<file path="config.mk">
export PLATFORM = sky130hd
export DESIGN_NAME = wb_queue
export DESIGN_NICKNAME = d
export VERILOG_FILES = /design/src/rtl/wb_queue.sv
export SDC_FILE = /design/constraint.sdc
export NUM_CORES = 1
export LEC_CHECK = 0
export ABC_AREA = 0
export CORE_MARGIN = 3
export CORE_UTILIZATION = 35
export CTS_CLUSTER_DIAMETER = 30
export DETAILED_ROUTE_END_ITERATION = 12
export GPL_ROUTABILITY_DRIVEN = 0
export PLACE_DENSITY = 0.55
export RECOVER_POWER = 100
export SLEW_MARGIN = 20
export SYNTH_ARGS = -nofsm -noshare
export SYNTH_HDL_FRONTEND = slang
export SYNTH_SLANG_ARGS = --single-unit
</file>
<file path="constraint.sdc">
create_clock -name clk -period 8.6 [get_ports clk]
set_input_delay 0.86 -clock clk [delete_from_list [all_inputs] [get_ports clk]]
set_output_delay 0.86 -clock clk [all_outputs]
set_load 0.005 [all_outputs]
</file>
<file path="src/rtl/wb_queue.sv">
// wb_queue: write-back queue between the execute/memory stages and the register file.
// Buffers ALU and load write requests in a small FIFO, retires one per cycle onto
// the register file write port, and flags read-after-write hazards for two read ports.
module wb_queue #(
    parameter int DEPTH  = 4,
    parameter int DATA_W = 32,
    parameter int ADDR_W = 5
) (
    input  logic                       clk,
    input  logic                       reset,
    input  logic                       mem_valid,
    input  logic [ADDR_W-1:0]          mem_reg,
    input  logic [DATA_W-1:0]          mem_data,
    output logic                       mem_ready,
    input  logic                       alu_valid,
    input  logic [ADDR_W-1:0]          alu_reg,
    input  logic [DATA_W-1:0]          alu_data,
    output logic                       alu_ready,
    output logic                       regwrite,
    output logic [ADDR_W-1:0]          writereg,
    output logic [DATA_W-1:0]          writedata,
    input  logic [ADDR_W-1:0]          readreg1,
    input  logic [ADDR_W-1:0]          readreg2,
    output logic                       hazard1,
    output logic                       hazard2,
    output logic [$clog2(DEPTH):0]     count
);

    localparam int PW = $clog2(DEPTH);
    localparam int CW = PW + 1;

    localparam logic [CW:0] SPACE_DEPTH = (CW+1)'(DEPTH);
    localparam logic [CW:0] SPACE_ONE   = (CW+1)'(1);
    localparam logic [CW:0] SPACE_TWO   = (CW+1)'(2);

    logic [ADDR_W-1:0] fifo_reg  [DEPTH];
    logic [DATA_W-1:0] fifo_data [DEPTH];
    logic [PW-1:0]     wptr;
    logic [PW-1:0]     rptr;
    logic [PW-1:0]     alu_slot;
    logic [CW:0]       space;
    logic              pop;
    logic              mem_push;
    logic              alu_push;
    logic [DEPTH-1:0]  entry_valid;

    // Free space counts the head slot as free because it always drains on the same edge.
    // alu_ready looks only at count and mem_valid so no path loops back through alu_valid.
    always_comb begin
        pop       = (count != '0);
        space     = SPACE_DEPTH - {1'b0, count} + {{CW{1'b0}}, pop};
        mem_ready = (space >= SPACE_ONE);
        alu_ready = (space >= SPACE_TWO) || ((space == SPACE_ONE) && !mem_valid);
        mem_push  = mem_valid && mem_ready && (mem_reg != '0);
        alu_push  = alu_valid && alu_ready && (alu_reg != '0);
        alu_slot  = wptr + PW'(mem_push);
    end

    // Enqueue (load entry first, so it is older), retire the head, and track occupancy.
    always_ff @(posedge clk or posedge reset) begin
        if (reset) begin
            wptr      <= '0;
            rptr      <= '0;
            count     <= '0;
            regwrite  <= 1'b0;
            writereg  <= '0;
            writedata <= '0;
            for (int i = 0; i < DEPTH; i++) begin
                fifo_reg[i]  <= '0;
                fifo_data[i] <= '0;
            end
        end else begin
            if (mem_push) begin
                fifo_reg[wptr]  <= mem_reg;
                fifo_data[wptr] <= mem_data;
            end
            if (alu_push) begin
                fifo_reg[alu_slot]  <= alu_reg;
                fifo_data[alu_slot] <= alu_data;
            end
            wptr  <= wptr + PW'(mem_push) + PW'(alu_push);
            count <= count + CW'(mem_push) + CW'(alu_push) - CW'(pop);
            if (pop) begin
                regwrite  <= 1'b1;
                writereg  <= fifo_reg[rptr];
                writedata <= fifo_data[rptr];
                rptr      <= rptr + PW'(1);
            end else begin
                regwrite <= 1'b0;
            end
        end
    end

    // A slot holds a pending write when its distance from the read pointer is below count.
    always_comb begin
        entry_valid = '0;
        for (int i = 0; i < DEPTH; i++) begin
            entry_valid[i] = ({1'b0, PW'(i) - rptr} < count);
        end
    end

    // Hazards compare read indices against stored entries and the write port only;
    // requests arriving this cycle are deliberately not considered.
    always_comb begin
        hazard1 = regwrite && (writereg == readreg1);
        hazard2 = regwrite && (writereg == readreg2);
        for (int i = 0; i < DEPTH; i++) begin
            if (entry_valid[i] && (fifo_reg[i] == readreg1)) begin
                hazard1 = 1'b1;
            end
            if (entry_valid[i] && (fifo_reg[i] == readreg2)) begin
                hazard2 = 1'b1;
            end
        end
        if (readreg1 == '0) begin
            hazard1 = 1'b0;
        end
        if (readreg2 == '0) begin
            hazard2 = 1'b0;
        end
    end

endmodule

</file>
==> reports/metrics.cfg <==
[run_status]
status = complete, but fails checks
violations = max-capacitance violations, max-slew violations

[die]
dieArea_mm2 = 0.0321
io_pins = 133
die_h_um = 179
die_w_um = 179
core_area_mm2 = 0.0291
initial_core_util_pct = 36.0
num_rows = 62

[timing]
max-slew-margin-rel_pct = -271
rsz0062_at_grt = no
setup_viol = 0
tns_ps = 0
worst_pin_slew_ps = 5530
slew_violations = 213
fin_crit_ps = 5510
fin_skew_ps = 12.2
max_freq_mhz = 182
finalHoldViolCount = 0
finalCritPeriodShare_pct = 64.0

[drt]
vias_per_cell = 5.42
ant_nets = 0
wl_per_cell_um = 19.6
first_iter_violations = 741
drc = 0
num_vias = 8816
first_pass_iters = 5
routed_wl_um = 32000

[yosys]
synth.most_common_cell = nand2_1
synth_edf_count = 0
synth_commonest_cells = 371 x nand2_1, 193 x dfrtp_1, 154 x nor2_1, 129 x a31oi_1, 37 x mux4_2
ys_types = 48
syn_nets = 1263
synth_top_area_share_pct = 46.1
synth_seq_cells = 193
synthFlopType = dfrtp_1
ys_warn_count = 0
synth_top_area_cell = dfrtp_1
synthCells = 1163
ys_top_cells_by_area = dfrtp_1 46%, nand2_1 13%, mux4_2 7.9%, a31oi_1 7.7%, nor2_1 5.5%
seq_area_frac_synth_pct = 46.1
synth.avg_cell_area_um2 = 9.02
async_flop_share_pct = 100
synth_area_mm2 = 0.0105

[pwr]
intPower_mw = 2.98
comb_power_share_pct = 48.4
total_power_mw = 5.01
powerDensity_mw_per_mm2 = 404
pwr-share-clk_pct = 16.3
switching_share_pct = 40.6
p_leak_nw = 5.26
pwr-share-seq_pct = 35.3
ir_drop_uv = 181
netSwitchingPower_mw = 2.04

[critical_path]
required_ps = 7530
end_kind = async pin
cp-start-kind = primary input
r2r_setup_slack_ps = 3160
slowest_delay_ps = 3030
crit_buf_inv = 2
crit_chain = clkdlybuf4s50_1, clkinvlp_2
crit_family = buffers and inverters
cp.arrival_ps = 4440
path_class = in -> async
worst_r2r_path_depth = 14
rr_startpoint = count[2]
cp_max_fo = 119
critPathSlowestCell = clkinvlp_2
worstReg2RegEnd = fifo_data[104]

[placed_design]
hpwlAfterDp_um = 18900
portBuffers = 132

[global_routing]
antenna_found_initial = 0
grt_overflow_total = 0
grt_pass1_vias = 8930
grt_pass1_wl_um = 51300
grtUsageTotal_pct = 20.6
grt_max_degree = 120

[clocking]
cts_buffers = 17
numClockSinks = 193
htree_levels = 4
root_buffer = clkbuf_16
cts_buffer_depth = 2
tritoncts = built
ctsHoldBuffers = 0
worstSkewPairLatency_ps = 440
post-cts-setup-buffers = 0
cts_resized = 0
clk_pin_slew_worst_paths_ps = 70

[cells_and_area]
n_fill_cell = 2845
diodes = 0
fin_nets = 1331
largest_reg_flops = 128
syn_to_final_growth_pct = 18.2
drive_gt1_share_pct = 7.64

[hold_path]
min_from = writedata[29]
hp-class = reg -> reg
whs_endpoint = writedata[29]
min_path_cells = 2

[run]
cap_violations = 4

-- stage by stage --
step           hold WS (ps)  std cells  setup slack [ps]  cell area (um^2)  utilization (%)
3_5_place_dp            456       1596              4390             11800             40.7
6_report                461       1628              3090             12400             42.6
3_3_place_gp            456       1596              4510             11800             40.7
4_1_cts                 472       1628              4310             12400             42.7
2_1_floorplan           463       1163              2480             10500                -
5_1_grt                 492       1628              2040             12400             42.6
-- worst reg2reg max path, stage by stage, from the launching register on --
cell	delay (ps)
dfrtp_1	490
nor3_1	250
ha_1	210
inv_1	50
ha_1	310
nor2b_1	120
a21boi_0	1500
inv_1	240
nand3_1	240
inv_1	70
ha_1	190
xnor2_1	380
or4b_4	910
nor2_1	240
a31oi_1	70
-- area by class of cell --
cell class	count	area (um^2)	share of cell area, %
repair buffers	142	1390	11.2
well taps	384	480	3.88
clock inverters	13	154	1.24
clock buffers	19	433	3.49
multi-input cells	864	5050	40.8
inverters	13	50.0	0.404
flip-flops and latches	193	4830	39.0
-- logic make-up (layout without fill, tap and decap cells) --
family	count (synthesis)	in the layout	share of synthesized area, %
flip-flops	193	193	46.1
XOR/XNOR	57	57	4.83
AO/OA/AOI/OAI	182	182	11.3
multiplexers	37	37	7.95
AND/OR/NAND/NOR	576	576	22.5
adder cells (fa/ha/maj)	12	12	1.50
buffers and inverters	106	187	5.77
-- routing by layer --
layer	GRT usage [%]	vias up	wire, um
met5	0	-	0
met2	33.2	356	15100
met3	2.94	40	2160
met4	5.57	0	542
met1	29.1	4316	14200
li1	-	4104	-
-- cells in the final DEF (no fill, tap or decap), types with 2 or more instances in the layout --
cell	instances
a21boi_0	2
a21oi_1	23
a31oi_1	129
a32oi_1	20
and3_1	2
buf_4	8
bufinv_16	2
clkbuf_1	4
clkbuf_16	17
clkdlybuf4s50_1	88
clkinv_4	3
clkinvlp_4	4
dfrtp_1	191
dlygate4sd3_1	44
ha_1	11
inv_1	11
inv_6	3
mux4_2	37
nand2_1	371
nand2b_1	3
nand3_1	8
nor2_1	154
nor2b_1	2
nor3_1	4
nor3_4	2
nor3b_1	2
nor4_1	10
o22ai_1	2
or3_2	2
or4_1	3
or4_4	2
or4b_4	2
xnor2_1	30
xor2_1	27
-- how the worst max path moves through the flow --
| stage | start | end | cells past startpoint |
|---|---|---|---|
| final | reset | rptr[0] | 2 |
| after global routing | reset | rptr[0] | 2 |
| after detailed placement | count[0] | fifo_data[121] | 14 |
| after floorplan | reset | count[0] | 1 |
| after global placement | count[0] | fifo_data[121] | 14 |
| after CTS | count[0] | fifo_data[104] | 14 |
-- power groups by stage --
stage	Clock [mW]	Combinational [mW]	Sequential, mW
finish	0.816	2.42	1.77
global route	0.866	2.73	1.84
CTS	0.831	2.50	1.77
detailed placement	0	2.50	1.78
global placement	0	2.43	1.79
floorplan	0	1.86	1.67
No activity file was read; power rests on OpenSTA's default activity.
